<file path="config.mk">
export PLATFORM = sky130hd
export DESIGN_NAME = membus_arb
export DESIGN_NICKNAME = d
export VERILOG_FILES = /design/src/rtl/membus_arb.sv
export SDC_FILE = /design/constraint.sdc
export NUM_CORES = 1
export LEC_CHECK = 0
export ABC_AREA = 1
export CAP_MARGIN = 5
export CORE_AREA = 2 2 113 115
export DETAILED_ROUTE_END_ITERATION = 7
export DIE_AREA = 0 0 115 117
export PLACE_DENSITY = 0.56
export SKIP_LAST_GASP = 1
export SYNTH_ARGS = -nofsm -noshare
export SYNTH_HDL_FRONTEND = slang
export SYNTH_SLANG_ARGS = --single-unit
</file>
<file path="constraint.sdc">
create_clock -name clk -period 4.13 [get_ports clk]
set_input_delay 0.826 -clock clk [delete_from_list [all_inputs] [get_ports clk]]
set_output_delay 0.826 -clock clk [all_outputs]
set_load 0.1 [all_outputs]
</file>
<file path="src/rtl/membus_arb.sv">
// membus_arb: shares one membus port between two masters, granting one whole memory cycle at a time.
// Build option MEMBUS_ARB_RR_EN: round-robin tie-break (default: master 0 always wins ties).
module membus_arb #(
  parameter int unsigned ma_w = 18
) (
  input  logic              clk,
  input  logic              reset,
  input  logic              m0_rq_cyc,
  input  logic              m0_rd_rq,
  input  logic              m0_wr_rq,
  input  logic              m0_wr_rs,
  input  logic              m0_fmc_select,
  input  logic [36-ma_w:35] m0_ma,
  input  logic [0:35]       m0_mb_out,
  output logic              m0_addr_ack,
  output logic              m0_rd_rs,
  output logic [0:35]       m0_mb_in,
  input  logic              m1_rq_cyc,
  input  logic              m1_rd_rq,
  input  logic              m1_wr_rq,
  input  logic              m1_wr_rs,
  input  logic              m1_fmc_select,
  input  logic [36-ma_w:35] m1_ma,
  input  logic [0:35]       m1_mb_out,
  output logic              m1_addr_ack,
  output logic              m1_rd_rs,
  output logic [0:35]       m1_mb_in,
  output logic              membus_rq_cyc,
  output logic              membus_rd_rq,
  output logic              membus_wr_rq,
  output logic              membus_wr_rs,
  output logic              membus_fmc_select,
  output logic [36-ma_w:35] membus_ma,
  output logic [0:35]       membus_mb_out,
  input  logic              membus_addr_ack,
  input  logic              membus_rd_rs,
  input  logic [0:35]       membus_mb_in
);
  localparam int unsigned MA_LO = 36 - ma_w;

  typedef enum logic [1:0] {IDLE, ADDR, WAIT_RS, GAP} state_t;

  state_t           state_q, state_d;
  logic             gnt_q, gnt_d;
  logic             wr_op_q, wr_op_d;
  logic             any_rq, winner;
  logic             sel_rq_cyc, sel_rd_rq, sel_wr_rq, sel_wr_rs, sel_fmc;
  logic [MA_LO:35]  sel_ma;
  logic [0:35]      sel_mb_out;
  logic             ack_fwd, rd_fwd, mb_in_en;

  // Request lines of whichever master currently holds the grant
  always_comb begin
    sel_rq_cyc = gnt_q ? m1_rq_cyc     : m0_rq_cyc;
    sel_rd_rq  = gnt_q ? m1_rd_rq      : m0_rd_rq;
    sel_wr_rq  = gnt_q ? m1_wr_rq      : m0_wr_rq;
    sel_wr_rs  = gnt_q ? m1_wr_rs      : m0_wr_rs;
    sel_fmc    = gnt_q ? m1_fmc_select : m0_fmc_select;
    sel_ma     = gnt_q ? m1_ma         : m0_ma;
    sel_mb_out = gnt_q ? m1_mb_out     : m0_mb_out;
  end

  assign any_rq = m0_rq_cyc | m1_rq_cyc;

`ifdef MEMBUS_ARB_RR_EN
  logic last_q;

  // Last-granted master; resets to 1 so master 0 takes the first tie
  always_ff @(posedge clk) begin
    if (reset)
      last_q <= 1'b1;
    else if (state_q == IDLE && any_rq)
      last_q <= winner;
  end

  assign winner = (m0_rq_cyc && m1_rq_cyc) ? ~last_q : ~m0_rq_cyc;
`else
  assign winner = ~m0_rq_cyc;
`endif

  always_ff @(posedge clk) begin
    if (reset) begin
      state_q <= IDLE;
      gnt_q   <= 1'b0;
      wr_op_q <= 1'b0;
    end else begin
      state_q <= state_d;
      gnt_q   <= gnt_d;
      wr_op_q <= wr_op_d;
    end
  end

  // Next state, bus steering and pulse routing
  always_comb begin
    state_d           = state_q;
    gnt_d             = gnt_q;
    wr_op_d           = wr_op_q;
    ack_fwd           = 1'b0;
    rd_fwd            = 1'b0;
    mb_in_en          = 1'b0;
    membus_rq_cyc     = 1'b0;
    membus_rd_rq      = 1'b0;
    membus_wr_rq      = 1'b0;
    membus_wr_rs      = 1'b0;
    membus_fmc_select = 1'b0;
    membus_ma         = '0;
    membus_mb_out     = '0;

    case (state_q)
      IDLE: begin
        if (any_rq) begin
          gnt_d   = winner;
          state_d = ADDR;
        end
      end
      ADDR: begin
        membus_rq_cyc     = sel_rq_cyc;
        membus_rd_rq      = sel_rd_rq;
        membus_wr_rq      = sel_wr_rq;
        membus_fmc_select = sel_fmc;
        membus_ma         = sel_ma;
        membus_mb_out     = sel_mb_out;
        mb_in_en          = 1'b1;
        if (membus_addr_ack) begin
          ack_fwd = 1'b1;
          rd_fwd  = membus_rd_rs;
          wr_op_d = sel_wr_rq;
          // A read whose restart arrives with the ack is already complete
          state_d = (!sel_wr_rq && membus_rd_rs) ? GAP : WAIT_RS;
        end else if (!sel_rq_cyc) begin
          state_d = GAP;
        end
      end
      WAIT_RS: begin
        membus_mb_out = sel_mb_out;
        mb_in_en      = 1'b1;
        rd_fwd        = membus_rd_rs;
        if (wr_op_q) begin
          membus_wr_rs = sel_wr_rs;
          if (sel_wr_rs)
            state_d = GAP;
        end else if (membus_rd_rs) begin
          state_d = GAP;
        end
      end
      GAP: begin
        mb_in_en = 1'b1;
        state_d  = IDLE;
      end
      default: state_d = IDLE;
    endcase

    m0_addr_ack = ack_fwd & ~gnt_q;
    m1_addr_ack = ack_fwd &  gnt_q;
    m0_rd_rs    = rd_fwd  & ~gnt_q;
    m1_rd_rs    = rd_fwd  &  gnt_q;
    m0_mb_in    = (mb_in_en && !gnt_q) ? membus_mb_in : '0;
    m1_mb_in    = (mb_in_en &&  gnt_q) ? membus_mb_in : '0;
  end

endmodule
</file>
======== Word level (Yosys, flattened, before mapping) ========
Index checks and enable logic that the tools add are counted.
Widths: inputs -> output; s select.
operators by class
  eq/ne operators ......................... 7
  mux-type cells .......................... 30
  bitwise logic cells ..................... 7
  reductions and logical operators ........ 11
operator list
  cell                count
  $mux 36             4
  $mux 18             2
  $mux 1              16
  $mux 2              6
  $ne 3x3->1 const B  3
  $pmux 2 s4          1
  $and 1x1->1         4
  $eq 2x2->1 const B  2
  $reduce_and 2->1    2
  $reduce_and 4->1    1
  $logic_and 1x1->1   3
  $reduce_or 3->1     1
  $eq 2x1->1 const B  1
  $logic_not 1->1     2
  $logic_not 2->1     1
  $ne 2x2->1 const B  1
  $not 1->1           2
  $pmux 1 s2          1
  $reduce_or 2->1     1
  $or 1x1->1          1
word-level totals
  register bits ........................... 4
  input bits .............................. 158
  output and inout port bits .............. 135

======== Longest topological paths before layout ========
  depth in word-level cells ............... 6
  depth in mapped cells ................... 11
  mapped depth without buffers ............ 10

======== Least setup slack after synthesis ========
Ideal clock, no wire load.
  path kind ............................... register to output
  start ................................... register state_q[0]
  end ..................................... output port membus_mb_out[10] (netlist bit)
  arrival time ............................ 2.436 ns
  data required time ...................... 3.304 ns
  setup slack ............................. 0.868 ns
  cell stages (with the launch flop) ...... 7
  path buffers ............................ 2
  cell sequence ........................... dfxtp_1 inv_1 ha_1 buf_2 clkbuf_1 o21ai_0 nor2_1
on the way
  word-level cells in the longest chain between the ends .. 3
  elaborated cells on any way between the ends .. 4
RTL lines
  item                                      line  source
  start, declared                           43    state_t state_q, state_d;
  start signal, assigned                    87    state_q <= state_d;
  $eq 2x2->1 or $eq 2x1->1 (tied branches)  109   case (state_q)
  $reduce_or 2->1 (no line) (*)             -
  $mux 36 (*)                               109
  end, declared                             34    output logic [0:35] membus_mb_out,
Every way passes the cells marked *; elsewhere a longest branch is shown, timed or not.

======== Worst setup path in the final report ========
  start ................................... register state_q[0]
  end ..................................... output port membus_mb_out[31] (netlist bit)
Same word-level chain as after synthesis.

==> flow_summary_export.csv <==
group,metric,value,unit
min_path,timing.hold.worst_path_depth,2,
detailed_routing,num_vias,3135,
layout,final_cell_mix,"191 x nor2_1, 157 x clkdlybuf4s50_1, 102 x buf_4, 59 x o21ai_0, 44 x inv_1",
die,rows,41,
placed_design,portBuffers,292,
flow_run,cap_violations,0,
worst_setup_path,critPathMaxFanout,30,
detailed_routing,wl_per_cell,12.8,um
layout,finish.net_count,799,
global_routing,grt_remaining_overflow,0,
sta,worst-slew-pin-transition,0.844,ns
cts,cts_hold_buffers,0,
global_routing,globalRouteTotalUtil,0.132,
sta,hold_viol_final,0,
worst_setup_path,endpoint_class_of_the_critical_path,"output port",
detailed_routing,wirelength_met1,3.93,mm
worst_setup_path,startpoint_type,"register",
layout,layout.cells.most_common,"nor2_1",
sta,timing.fmax,0.314,GHz
cts,cts.reportedPaths.clkPinSlew,0.03,ns
worst_setup_path,most_used_cell_along_the_critical_path,"buf_4",
min_path,hold_class,"register to register",
detailed_routing,top_layer,"met4",
detailed_routing,dr.first_iter.drc_count,111,
global_routing,grt_pass1_wl,14.1,mm
logic_synthesis,synth_cell_types,21,
worst_setup_path,timing.critical_path.slowest_stage_cell,"ha_1",
detailed_routing,finalWirelength,10.1,mm
logic_synthesis,sequential_cell_area_fraction_in_the_yosys_report,0.0497,
cts,cts_htree_levels,1,
run_status,run_status,"finished clean",
sta,post-route-min-period,3.18,ns
placed_design,gp_congestion,0.807,
sta,setup_violations,0,
worst_setup_path,worstSetupPathDepth,6,
logic_synthesis,syn_avg_cell_area,4.46,um2
logic_synthesis,count_of_mapped_cells_out_of_synthesis,362,
global_routing,grt_start_max_net_pins,63,
worst_setup_path,timing.critical_path.max_delay_family,"adder cells",
worst_setup_path,worstPathArrival,2.36,ns
detailed_routing,met2_wl,5.18,mm
detailed_routing,post_drt_via_cell_ratio,3.99,
cts,cts.path.max_buffers,2,
cts,clockRootBuffer,"clkbuf_16",
die,chipWidth,115,um
detailed_routing,route.detailed.drc,0,
worst_setup_path,timing.critical_path.required,3.30,ns
die,core_footprint,12300,um2
cts,resize_count_post_cts,0,
worst_setup_path,critical_path.n_buffers_inverters,3,
global_routing,number_of_global_route_vias_before_repair,2937,
layout,diodes,0,
die,start_util,0.131,
worst_setup_path,crit_path_cell_trace,"inv_1 > ha_1 > buf_4 > o21ai_0 > nor2_1 > buf_4",
worst_setup_path,r2r_slack,2.45,ns
sta,maxSlewHeadroom,0.438,
worst_setup_path,crit_type,"register to output port",
detailed_routing,met3_wirelength,861,um
cts,post-cts-setup-buffer-count,0,
layout,final_layout_size_suffix_gt1_frac,0.241,
die,die_y,117,um
cts,clock_tree_from_tritoncts,"done",
logic_synthesis,yosys_register_bits,4,
cts,clk_latency,0.22,ns
die,design.portCount,293,
detailed_routing,ant_nets,0,
logic_synthesis,net_count_after_synthesis,524,
placed_design,dpl.hpwl,8.30,mm
layout,synthToLayoutAreaGrowth,198,%
logic_synthesis,syn-cell-area,1610,um2
sta,finalClockSkew,0.000205,ns
sta,setup_total_negative_slack,0,ns
cts,clock-sinks,4,
detailed_routing,dr.pass1.iters,4,
global_routing,number_of_antenna_violations_at_the_first_check_in_global_routing,0,
sta,unrepaired_setup_endpoints_after_global_routing,"no",
worst_setup_path,timing.reg2reg.worst_path_depth,6,
layout,filler_cell_count,1293,
worst_setup_path,slowest_stage_delay_cp,0.85,ns
die,die_area,13500,um2
sta,timing.final.max_slew_violations,0,
sta,final.period_utilization,0.770,
cts,tritoncts.num_buffers,3,
logic_synthesis,synth.yosys.warnings,0,
-- kinds of logic (layout without fill, tap and decap cells) --
logic type	after synthesis	after routing	synth area share
AOI/OAI and AO/OA	66	66	0.213
adders and majority gates	4	4	0.0310
buffers and inverters	71	344	0.186
DFF	4	4	0.0497
and+or+nand+nor	217	217	0.521
-- cell type report --
cell class | instances | area (um2) | share of cell area
inverters | 46 | 175 | 0.0364
repair buffers | 295 | 3060 | 0.636
multi-input cells | 287 | 1230 | 0.256
clock buffers | 3 | 75.1 | 0.0156
flip-flops and latches | 4 | 81.3 | 0.0169
well taps | 150 | 188 | 0.0390
-- registers in the layout, indices dropped and copies added, names as in the netlist --
signal   count
state_q      2
gnt_q        1
wr_op_q      1
-- layer usage --
layer | track usage | up-vias
met5 | 0 | -
met4 | 0.0281 | 0
met3 | 0.0309 | 6
met2 | 0.255 | 162
met1 | 0.146 | 1328
li1 | - | 1639
-- per-stage QoR --
step                utilization  hold slack (ns)  cell area [um2]  std cells  worst slack [ns]
floorplan                     -            0.469             1610        362             0.868
global placement          0.385            0.484             4730        782              1.16
detailed placement        0.385            0.510             4730        782              1.14
CTS                       0.391            0.515             4810        785             0.945
global route              0.391            0.543             4810        785             0.738
finish                    0.391            0.514             4810        785             0.949
-- worst register-to-register path, delay by kind of cell (launching register included) --
family / cells / cell delay (ns)
AOI/OAI and AO/OA: 2 / 0.21
adders and majority gates: 1 / 0.63
buffers and inverters: 2 / 0.25
DFF: 1 / 0.31
and+or+nand+nor: 1 / 0.20
-- synth_stat cells, drive strengths merged --
cell type	instances	share of area
nor2	192	0.45
o21ai	59	0.18
inv	46	0.11
nand2	22	0.059
clkbuf	13	0.030
buf	12	0.047
a21oi	5	0.020
dfxtp	4	0.050
ha	4	0.031
a211oi	1	0.0047
and3	1	0.0039
nand3	1	0.0062
nor3	1	0.0031
o211ai	1	0.0047
-- path summary, 6_finish.rpt --
path                                           endpoint               startpoint
worst max register to register     wr_op_q$_SDFFE_PP0P_  state_q[1]$_SDFFE_PP0P_
worst min-delay path            state_q[0]$_SDFFE_PP0P_  state_q[0]$_SDFFE_PP0P_
worst min register to register  state_q[0]$_SDFFE_PP0P_  state_q[0]$_SDFFE_PP0P_
worst max-delay path                  membus_mb_out[31]  state_q[0]$_SDFFE_PP0P_
Power is not shown: default switching activity piles up to over one toggle a cycle in this logic, so the estimate is an artifact.
